$ cat src/rtl/uart_pkg.sv
// Shared definitions for the UART host block: default sizing and the
// TX feeder state encoding.
package uart_pkg;

  localparam int unsigned DEFAULT_DEPTH   = 16;
  localparam int unsigned DEFAULT_ACK_TMO = 8;
  localparam int unsigned BYTE_W          = 8;

  // TX feeder: wait for data, strobe the core, wait for busy, wait for done
  typedef enum logic [1:0] {
    IDLE      = 2'd0,
    ISSUE     = 2'd1,
    WAIT_ACK  = 2'd2,
    WAIT_DONE = 2'd3
  } feed_state_e;

endpackage

$ cat src/rtl/uart_host_if.sv
// UART host bus bundle: user TX/RX streams, UART core side, status/control.
//   s_tx_*     : user byte stream into the TX FIFO (valid/ready)
//   m_rx_*     : RX FIFO head to the user (first-word-fall-through)
//   core_*     : transmit request/busy and receive strobe of the UART core
//   tx_level / rx_level, rx_overrun, clr_overrun : status and control
// slave = uart_host view, master = the environment driving it.
interface uart_host_if import uart_pkg::*; #(
  parameter int unsigned DEPTH = DEFAULT_DEPTH
);

  localparam int unsigned LVL_W = $clog2(DEPTH) + 1;

  logic [BYTE_W-1:0] s_tx_data;
  logic              s_tx_valid;
  logic              s_tx_ready;
  logic [BYTE_W-1:0] m_rx_data;
  logic              m_rx_valid;
  logic              m_rx_ready;
  logic [BYTE_W-1:0] core_data;
  logic              core_valid_tx;
  logic              core_busy_tx;
  logic [BYTE_W-1:0] core_rsr;
  logic              core_valid_rx;
  logic [LVL_W-1:0]  tx_level;
  logic [LVL_W-1:0]  rx_level;
  logic              rx_overrun;
  logic              clr_overrun;

  modport slave (
    input  s_tx_data, s_tx_valid, m_rx_ready, core_busy_tx, core_rsr,
           core_valid_rx, clr_overrun,
    output s_tx_ready, m_rx_data, m_rx_valid, core_data, core_valid_tx,
           tx_level, rx_level, rx_overrun
  );

  modport master (
    output s_tx_data, s_tx_valid, m_rx_ready, core_busy_tx, core_rsr,
           core_valid_rx, clr_overrun,
    input  s_tx_ready, m_rx_data, m_rx_valid, core_data, core_valid_tx,
           tx_level, rx_level, rx_overrun
  );

endinterface

$ cat src/rtl/uart_sync_fifo.sv
// Byte-wide synchronous FIFO with first-word-fall-through read and level.
//   clk, rstn          : clock, synchronous active-low reset
//   push_i / wdata_i   : write request and data (accepted when not full, or
//                        when full and a pop happens in the same cycle)
//   pop_i              : consume head (ignored when empty)
//   rdata_o            : current head entry
//   empty_o, full_o    : occupancy flags
//   level_o            : number of entries held (0..DEPTH)
module uart_sync_fifo import uart_pkg::*; #(
  parameter int unsigned DEPTH = DEFAULT_DEPTH
) (
  input  logic                     clk,
  input  logic                     rstn,
  input  logic                     push_i,
  input  logic [BYTE_W-1:0]        wdata_i,
  input  logic                     pop_i,
  output logic [BYTE_W-1:0]        rdata_o,
  output logic                     empty_o,
  output logic                     full_o,
  output logic [$clog2(DEPTH):0]   level_o
);

  localparam int unsigned AW = $clog2(DEPTH);
  localparam int unsigned LW = AW + 1;

  logic [BYTE_W-1:0] mem_q [DEPTH];
  logic [AW-1:0]     wptr_q, wptr_d;
  logic [AW-1:0]     rptr_q, rptr_d;
  logic [LW-1:0]     level_q, level_d;
  logic              wr_en, rd_en;

  // Qualified pointer/level update; pointers wrap naturally at DEPTH
  always_comb begin
    rd_en   = pop_i && (level_q != '0);
    wr_en   = push_i && ((level_q != LW'(DEPTH)) || rd_en);
    wptr_d  = wptr_q + AW'(wr_en);
    rptr_d  = rptr_q + AW'(rd_en);
    level_d = level_q + LW'(wr_en) - LW'(rd_en);
  end

  always_ff @(posedge clk) begin
    if (!rstn) begin
      wptr_q  <= '0;
      rptr_q  <= '0;
      level_q <= '0;
    end else begin
      wptr_q  <= wptr_d;
      rptr_q  <= rptr_d;
      level_q <= level_d;
    end
  end

  // Storage needs no reset: entries are only visible once written
  always_ff @(posedge clk) begin
    if (wr_en) begin
      mem_q[wptr_q] <= wdata_i;
    end
  end

  assign rdata_o = mem_q[rptr_q];
  assign empty_o = (level_q == '0);
  assign full_o  = (level_q == LW'(DEPTH));
  assign level_o = level_q;

endmodule

$ cat src/rtl/uart_host.sv
// UART host adapter: buffers user bytes into a TX FIFO and feeds them to a
// UART core one at a time, and buffers core-received bytes in an RX FIFO.
//   clk, rstn : clock, synchronous active-low reset
//   bus       : uart_host_if.slave (user streams, core handshake, status)
module uart_host import uart_pkg::*; #(
  parameter int unsigned DEPTH   = DEFAULT_DEPTH,
  parameter int unsigned ACK_TMO = DEFAULT_ACK_TMO
) (
  input  logic       clk,
  input  logic       rstn,
  uart_host_if.slave bus
);

  localparam int unsigned TMO_W = $clog2(ACK_TMO + 1);

  feed_state_e       state_q, state_d;
  logic [TMO_W-1:0]  tmo_q, tmo_d;
  logic [BYTE_W-1:0] core_data_q, core_data_d;
  logic              valid_tx_q, valid_tx_d;
  logic              ovr_q, ovr_d;

  logic              tx_push, tx_pop, tx_empty, tx_full;
  logic [BYTE_W-1:0] tx_head;
  logic              rx_push, rx_pop, rx_empty, rx_full, rx_drop;
  logic [BYTE_W-1:0] rx_head;

  uart_sync_fifo #(.DEPTH(DEPTH)) u_tx_fifo (
    .clk     (clk),
    .rstn    (rstn),
    .push_i  (tx_push),
    .wdata_i (bus.s_tx_data),
    .pop_i   (tx_pop),
    .rdata_o (tx_head),
    .empty_o (tx_empty),
    .full_o  (tx_full),
    .level_o (bus.tx_level)
  );

  uart_sync_fifo #(.DEPTH(DEPTH)) u_rx_fifo (
    .clk     (clk),
    .rstn    (rstn),
    .push_i  (rx_push),
    .wdata_i (bus.core_rsr),
    .pop_i   (rx_pop),
    .rdata_o (rx_head),
    .empty_o (rx_empty),
    .full_o  (rx_full),
    .level_o (bus.rx_level)
  );

  // Stream handshakes; a full RX FIFO still accepts when the user pops
  always_comb begin
    tx_push = bus.s_tx_valid && !tx_full;
    rx_pop  = !rx_empty && bus.m_rx_ready;
    rx_push = bus.core_valid_rx && (!rx_full || rx_pop);
    rx_drop = bus.core_valid_rx && rx_full && !rx_pop;
    // A drop in the same cycle as a clear keeps the flag set
    if (rx_drop) begin
      ovr_d = 1'b1;
    end else if (bus.clr_overrun) begin
      ovr_d = 1'b0;
    end else begin
      ovr_d = ovr_q;
    end
  end

  // Feeder next-state: the head is captured on entry to ISSUE and popped
  // at the end of ISSUE, so core_data holds until the next issue
  always_comb begin
    state_d     = state_q;
    tmo_d       = tmo_q;
    core_data_d = core_data_q;
    tx_pop      = 1'b0;
    unique case (state_q)
      IDLE: begin
        if (!tx_empty && !bus.core_busy_tx) begin
          state_d     = ISSUE;
          core_data_d = tx_head;
        end
      end
      ISSUE: begin
        tx_pop  = 1'b1;
        tmo_d   = '0;
        state_d = WAIT_ACK;
      end
      WAIT_ACK: begin
        if (bus.core_busy_tx) begin
          state_d = WAIT_DONE;
        end else if (tmo_q == TMO_W'(ACK_TMO - 1)) begin
          // Core never acknowledged: treat the byte as sent
          state_d = IDLE;
        end else begin
          tmo_d = tmo_q + TMO_W'(1);
        end
      end
      WAIT_DONE: begin
        if (!bus.core_busy_tx) begin
          state_d = IDLE;
        end
      end
      default: state_d = IDLE;
    endcase
    valid_tx_d = (state_d == ISSUE);
  end

  always_ff @(posedge clk) begin
    if (!rstn) begin
      state_q     <= IDLE;
      tmo_q       <= '0;
      core_data_q <= '0;
      valid_tx_q  <= 1'b0;
      ovr_q       <= 1'b0;
    end else begin
      state_q     <= state_d;
      tmo_q       <= tmo_d;
      core_data_q <= core_data_d;
      valid_tx_q  <= valid_tx_d;
      ovr_q       <= ovr_d;
    end
  end

  assign bus.s_tx_ready    = !tx_full;
  assign bus.m_rx_data     = rx_head;
  assign bus.m_rx_valid    = !rx_empty;
  assign bus.core_data     = core_data_q;
  assign bus.core_valid_tx = valid_tx_q;
  assign bus.rx_overrun    = ovr_q;

endmodule

$ cat src/flat_wrapper.sv
// flat-port wrapper written by rule: the top's interface ports become plain ports
module uart_host_flat import uart_pkg::*;
#(
  parameter int unsigned DEPTH   = DEFAULT_DEPTH,
  parameter int unsigned ACK_TMO = DEFAULT_ACK_TMO
)
  (clk, rstn, bus_s_tx_data, bus_s_tx_valid, bus_m_rx_ready, bus_core_busy_tx, bus_core_rsr, bus_core_valid_rx, bus_clr_overrun, bus_s_tx_ready, bus_m_rx_data, bus_m_rx_valid, bus_core_data, bus_core_valid_tx, bus_tx_level, bus_rx_level, bus_rx_overrun);
  uart_host_if #(.DEPTH(DEPTH)) bus_i ();
  input  logic clk;
  input  logic rstn;
  input wire logic [$bits(bus_i.s_tx_data)-1:0] bus_s_tx_data;
  input wire logic [$bits(bus_i.s_tx_valid)-1:0] bus_s_tx_valid;
  input wire logic [$bits(bus_i.m_rx_ready)-1:0] bus_m_rx_ready;
  input wire logic [$bits(bus_i.core_busy_tx)-1:0] bus_core_busy_tx;
  input wire logic [$bits(bus_i.core_rsr)-1:0] bus_core_rsr;
  input wire logic [$bits(bus_i.core_valid_rx)-1:0] bus_core_valid_rx;
  input wire logic [$bits(bus_i.clr_overrun)-1:0] bus_clr_overrun;
  output wire logic [$bits(bus_i.s_tx_ready)-1:0] bus_s_tx_ready;
  output wire logic [$bits(bus_i.m_rx_data)-1:0] bus_m_rx_data;
  output wire logic [$bits(bus_i.m_rx_valid)-1:0] bus_m_rx_valid;
  output wire logic [$bits(bus_i.core_data)-1:0] bus_core_data;
  output wire logic [$bits(bus_i.core_valid_tx)-1:0] bus_core_valid_tx;
  output wire logic [$bits(bus_i.tx_level)-1:0] bus_tx_level;
  output wire logic [$bits(bus_i.rx_level)-1:0] bus_rx_level;
  output wire logic [$bits(bus_i.rx_overrun)-1:0] bus_rx_overrun;
  assign bus_i.s_tx_data = bus_s_tx_data;
  assign bus_i.s_tx_valid = bus_s_tx_valid;
  assign bus_i.m_rx_ready = bus_m_rx_ready;
  assign bus_i.core_busy_tx = bus_core_busy_tx;
  assign bus_i.core_rsr = bus_core_rsr;
  assign bus_i.core_valid_rx = bus_core_valid_rx;
  assign bus_i.clr_overrun = bus_clr_overrun;
  assign bus_s_tx_ready = bus_i.s_tx_ready;
  assign bus_m_rx_data = bus_i.m_rx_data;
  assign bus_m_rx_valid = bus_i.m_rx_valid;
  assign bus_core_data = bus_i.core_data;
  assign bus_core_valid_tx = bus_i.core_valid_tx;
  assign bus_tx_level = bus_i.tx_level;
  assign bus_rx_level = bus_i.rx_level;
  assign bus_rx_overrun = bus_i.rx_overrun;
  uart_host #(.DEPTH(DEPTH), .ACK_TMO(ACK_TMO)) u_core (.clk(clk), .rstn(rstn), .bus(bus_i));
endmodule
$ cat config.mk
export PLATFORM = sky130hd
export DESIGN_NAME = uart_host_flat
export DESIGN_NICKNAME = d
export VERILOG_FILES = /design/src/rtl/uart_pkg.sv /design/src/rtl/uart_host_if.sv /design/src/rtl/uart_sync_fifo.sv /design/src/rtl/uart_host.sv /design/src/flat_wrapper.sv
export SDC_FILE = /design/constraint.sdc
export NUM_CORES = 1
export LEC_CHECK = 0
export BUFFER_PORTS_ARGS = -buffer_cell sky130_fd_sc_hd__clkbuf_2
export CAP_MARGIN = 20
export CELL_PAD_IN_SITES_DETAIL_PLACEMENT = 0
export CELL_PAD_IN_SITES_GLOBAL_PLACEMENT = 2
export CORE_MARGIN = 10
export CORE_UTILIZATION = 45
export CTS_CLUSTER_DIAMETER = 150
export DETAILED_ROUTE_END_ITERATION = 16
export GPL_ROUTABILITY_DRIVEN = 1
export PLACE_DENSITY = 0.71
export SYNTH_ARGS = -nofsm -noshare
export SYNTH_HDL_FRONTEND = slang
export SYNTH_SLANG_ARGS = --single-unit
export TNS_END_PERCENT = 30
$ cat constraint.sdc
create_clock -name clk -period 8.1 [get_ports clk]
set_input_delay 0.405 -clock clk [delete_from_list [all_inputs] [get_ports clk]]
set_output_delay 0.405 -clock clk [all_outputs]
set_load 0.02 [all_outputs]
* Word-level counts from Yosys, hierarchy flattened
Memory sizes are Yosys's and may differ from the RTL's. A register that Yosys moved wholly into a read port is not among the register bits.
Cells that the tools add are included.
** Storage, ports and cells
- Bits in registers :: 34
- Latch bits :: 0
- RAM bits :: 256
- Memory bits (read-only) :: 0
- Bits of input ports :: 23
- Output and inout bits :: 30
- Word-level logic and storage cells :: 77
- Memories :: 2
** Memories
- u_core.u_rx_fifo.mem_q :: words 16, bits a word 8, read ports 1, clocked after Yosys merged registers in 1, wr ports 1, RTL line uart_sync_fifo.sv:26 : logic [BYTE_W-1:0] mem_q [DEPTH];
- u_core.u_tx_fifo.mem_q :: words 16, bits a word 8, read ports 1, clocked after Yosys merged registers in 1, wr ports 1, RTL line uart_sync_fifo.sv:26
** Cells by class
- $add $sub $neg :: 9
- $mul :: 0
- Div/mod/pow operators :: 0
- $lt $le $gt $ge :: 0
- Equal/unequal tests :: 11
- Shift operators :: 0
- Mux-type cells :: 16
- Bitwise gates (word level) :: 0
- Reduce and logical (&&, ||, !) cells :: 29
** Operators by type and width (count)
- 4-bit by 1-bit adder with 4-bit output :: 4
- 4-bit two-way mux :: 3
- 5-bit by 1-bit adder with 5-bit output :: 2
- 5-bit == test (second input constant) :: 2
- 1-bit logical AND :: 10
- 5-bit zero test :: 2
- 5-bit inequality test (second input constant) :: 2
- 5-bit nonzero test :: 2
- 5-bit by 1-bit subtractor with 5-bit output :: 2
- 2-bit two-way mux :: 4
- 2-bit case mux with 4 select lines :: 1
- 4-bit case mux with 2 select lines :: 1
- 1-bit zero test :: 7
- 1-bit two-way mux :: 7
- 4-bit by 1-bit adder with 4-bit output (second input constant) :: 1
- 2-bit by 1-bit == test with 1-bit output (second input constant) :: 2
- 2-bit == test (second input constant) :: 2
- 4-bit by 3-bit == test with 1-bit output (second input constant) :: 1
- 2-bit inequality test (second input constant) :: 2
- 2-bit nonzero test :: 2
- 1-bit logical OR :: 3
- 3-bit AND reduction :: 1
- 2-bit zero test :: 1
- 2-bit AND reduction :: 1

* Longest topological paths before layout
- Depth after elaboration :: 8
- Depth in mapped cells :: 13

* Modules after synthesis
From an unflattened synthesis, not the netlist that was laid out.
** Unflattened totals
- Cell total of the unflattened synthesis :: 652
- Area, all modules :: 11949.0 µm²
** Modules (own cells, without submodules)
- uart_sync_fifo (u_core.u_rx_fifo) :: times used 1, cells an instance 290, area an instance 5650.4 µm²
- uart_sync_fifo (u_core.u_tx_fifo) :: times used 1, cells an instance 290, area an instance 5627.9 µm²
- uart_host :: times used 1, cells an instance 72, area an instance 670.6 µm²

* Worst setup path after synthesis
Ideal clock, no wire load.
- Kind :: reg-to-reg
- From :: register u_core.u_rx_fifo.level_q[3] (netlist: u_core.u_rx_fifo.level_o[3])
- To :: register u_core.u_rx_fifo.level_q[4] (netlist: u_core.u_rx_fifo.level_o[4])
- Data arrival time :: 2.849 ns
- Required time :: 7.972 ns
- Path slack :: 5.124 ns
- Cell stages (with the launch flop) :: 14
- Period minus slack after synthesis :: 2.976 ns
- Cell sequence :: dfxtp_1 inv_1 ha_1 or3b_2 or2_2 and2_1 ha_1 inv_1 ha_1 fa_1 a21oi_1 o21bai_1 xnor2_1 nor2_1
** Between the ends
- Word-level cells in the longest chain between the ends :: 8
** RTL lines
- start: declaration :: RTL line uart_sync_fifo.sv:29 : logic [LW-1:0] level_q, level_d;
- start signal: assignment :: RTL line uart_sync_fifo.sv:49 : level_q <= level_d;
- 5-bit zero test * :: RTL line uart_sync_fifo.sv:61 : assign empty_o = (level_q == '0);
- 1-bit zero test *
- via bus_m_rx_valid :: RTL line flat_wrapper.sv:20 : output wire logic [$bits(bus_i.m_rx_valid)-1:0] bus_m_rx_valid;
- 1-bit logical AND * :: RTL line uart_host.sv:54 : rx_pop = !rx_empty && bus.m_rx_ready;
- 1-bit logical OR / 1-bit logical AND (equally long branches) :: RTL line uart_host.sv:55, uart_sync_fifo.sv:34
- 1-bit logical AND / 1-bit logical OR (equally long branches) :: RTL line uart_host.sv:55, uart_sync_fifo.sv:35
- 1-bit logical AND :: RTL line uart_sync_fifo.sv:35 : wr_en = push_i && ((level_q != LW'(DEPTH)) || rd_en);
- 5-bit by 1-bit adder with 5-bit output :: RTL line uart_sync_fifo.sv:38 : level_d = level_q + LW'(wr_en) - LW'(rd_en);
- 5-bit by 1-bit subtractor with 5-bit output * :: RTL line uart_sync_fifo.sv:38
Mark *: on every way through the listed nets, which the timed path passes. The rest lies on a longest branch.
A chain may end at the register's enable or synchronous reset.

==> reports/metrics.yaml <==
detailed_routing:
  drt-total-wl_mm: 23.45
  viasPerCell: 5.398
  ant_nets: 0
  drt_iter0_drc: 427
  vias: 5614
  routedWlPerCell_um: 22.55
  drc_errors: 0
  drtPass1Iterations: 5
power:
  power_mw: 3.980
  p_leak_nw: 4.473
  ir_worst_vdd_v: 0.0001945
  switching_share_pct: 26.13
  comb_power_share_pct: 19.0
  p_clk_share_pct: 34.9
  switching_power_mw: 1.040
  p_int_mw: 2.940
  power_frac_seq_pct: 46.1
  powerDensity_nw_per_um2: 294.7
synth:
  synthTopCellsByArea: "edfxtp_1, mux4_2, dfxtp_1, mux4_1, ha_1"
  yosys_warnings: 0
  synth.distinct_cells: 40
  post-synth-top-count-cell: "edfxtp_1"
  synth_top_area_cell: "edfxtp_1"
  syn_nets: 659
  syn_inst: 613
  synth_edf_count: 256
  ys_ff_latch: 298
  yosys-top-cells-count: "edfxtp_1, nor2_1, dfxtp_1"
  ys.flop_type: "edfxtp_1"
  syn_area_per_cell_um2: 19.35
  yosysSeqAreaShare_pct: 71.89
  async_flop_share_pct: 0
  netlist.area_leader.share_pct: 64.80
  syn_area_um2: 11860
worst_setup_path:
  critical_path.top_delay_family: "multiplexers"
  path_class: "reg2out"
  r2r_cells: 13
  cpMaxStageDelayCell: "mux4_1"
  cp.depth: 4
  crit_fanout: 32
  worst-path-buf-inv: 2
  required_ps: 7700
  slowest_delay_ps: 660
  critPathArrivalTime_ps: 2730
  startpoint_type: "register"
  cp_cell_sequence: "buf_4 -> mux4_1 -> mux4_2 -> clkbuf_2"
  end_kind: "output pin"
cells_and_area:
  stdcell_area_um2: 13510
  multi_input_area_um2: 3115
  drive_gt1_share_pct: 22.41
  nets: 727
  antennaDiodeCount: 0
  num-fill-cells: 2087
  area_growth_syn_to_layout_pct: 13.87
  final_util_pct: 51.98
  ff_latch_area_um2: 8531
sta:
  finalSetupViolCount: 0
  fin_skew_ps: 10.96
  worst_pin_slew_ps: 1147
  slew_headroom_pct: 23.12
  hold_viol_final: 0
  hold_slack_ps: 112.6
  grt_setup_unrepaired: "no"
  finalCritPeriodShare_pct: 38.76
  slew_viol_final: 0
  min_period_ps: 3140
  tns_ps: 0
  timing.fmax_ghz: 0.3185
clocking:
  postCtsSetupRepairBufs: 0
  cts-resized-gates: 0
  root_buffer: "clkbuf_16"
  clk_pin_slew_ps: 60
  cts_max_level: 1
  cts_sinks: 298
  clk_latency_ps: 540
  clk_path_buf_depth: 3
  ctsHoldBuffers: 0
  cts_tree: "done"
  cts-buffers-inserted: 31
floorplan:
  die_x_um: 182.4
  core-area_um2: 25980
  dieArea_um2: 33260
  dieHeight_um: 182.4
  num_io_pins: 53
  start_util_pct: 45.65
  num_rows: 59
worst_hold_path:
  hold_class: "in2reg"
  whs_path_depth: 3
grt:
  antenna_found_initial: 0
  grt-ovfl-total: 0
  grt_pass1_vias: 5917
  grt_start_max_net_pins: 35
  track_usage_pct: 14.11
  grt_pass1_wl_mm: 36.19
placed_design:
  port_buffers: 52
  place_area_um2: 12460
  dp_hpwl_mm: 15.26
  place_congestion: 0.7446
run:
  cap_violations: 0
run_status:
  status: "finished clean"
## power groups by stage
stage	Sequential, mW	Clock, mW	Combinational (mW)
after floorplan	1.87	0	0.550
after global placement	1.86	0	0.754
after detailed placement	1.87	0	0.773
after CTS	1.84	1.42	0.775
after global routing	1.85	1.48	0.840
final	1.83	1.39	0.758
## tightest hold or removal path, cell delays in order
cell and delay, ps:
clkbuf_2 90, nand2_1 60, a21oi_1 50
## kinds of logic (layout without fill, tap and decap cells)
family | after synthesis | after routing | share of synthesized area [%]
xor+xnor | 17 | 17 | 1.255
buf+inv | 46 | 138 | 1.930
simple gates | 118 | 118 | 4.989
mux | 89 | 89 | 16.13
compound gates | 22 | 22 | 1.255
fa+ha+maj | 23 | 23 | 2.552
flops | 298 | 298 | 71.89
## stage by stage
stage	std cells	setup WS, ps
2_1_floorplan	613	5124
3_3_place_gp	979	5169
3_5_place_dp	979	5073
4_1_cts	1036	4877
5_1_grt	1040	4823
6_report	1040	4960
## final cells by class
cell class	count	share of cell area, %
flip-flops and latches	298	63.15
multi-input cells	269	23.06
clock buffers	37	5.910
well taps	335	3.103
repair buffers	66	2.788
clock inverters	20	1.565
inverters	15	0.4168
## state kept, by name (all words and copies together) (netlist names)
register and cells:
u_core.u_rx_fifo.mem_q 128, u_core.u_tx_fifo.rptr_q 4, u_core.u_rx_fifo.level_o 5, u_core.u_tx_fifo.level_o 5
u_core.bus.core_valid_tx 1, u_core.u_rx_fifo.rptr_q 4, u_core.u_tx_fifo.wptr_q 4, u_core.u_tx_fifo.mem_q 128
u_core.bus.core_data 8, u_core.state_q 2, u_core.u_rx_fifo.wptr_q 4, u_core.tmo_q 4
u_core.bus.rx_overrun 1
## per-layer routing
metal  global-route usage, %  share of wire, %
met5                       0                 0
met4                   4.426               2.8
met3                   2.216               3.4
met2                   24.81                52
met1                   17.47                42
## worst paths after layout
kind	from	end	slack, ps
setup reg to reg	u_core.u_rx_fifo.level_o[2]	u_core.u_rx_fifo.level_o[4]	5090
hold / removal	bus_core_valid_rx	u_core.bus.rx_overrun	110
setup / recovery	u_core.u_rx_fifo.rptr_q[0]	bus_m_rx_data[1]	4960
hold reg to reg	u_core.bus.rx_overrun	u_core.bus.rx_overrun	480
## placed cells by master, fill, tap and decap left out, types with 2 or more instances in the layout
cell / instances
edfxtp_1: 256
clkbuf_2: 52
nor2_1: 45
mux4_2: 40
dfxtp_1: 40
mux4_1: 32
clkbuf_16: 31
ha_1: 21
nand3_1: 16
mux2i_1: 16
inv_1: 15
and2_1: 12
buf_4: 11
xnor2_1: 10
nand2_1: 9
nand2b_1: 8
o221ai_1: 8
nor3_1: 7
a21oi_1: 7
xor2_1: 7
clkbuf_1: 6
clkinv_1: 6
nand3b_1: 5
clkinv_2: 4
bufinv_16: 4
o21ai_0: 3
or3_1: 3
clkinvlp_4: 3
buf_6: 3
nor3_2: 2
a21o_1: 2
nor3b_1: 2
and3_1: 2
fa_1: 2
clkinv_4: 2
dfxtp_2: 2
Note: power is estimated with default switching activity, not from simulation.
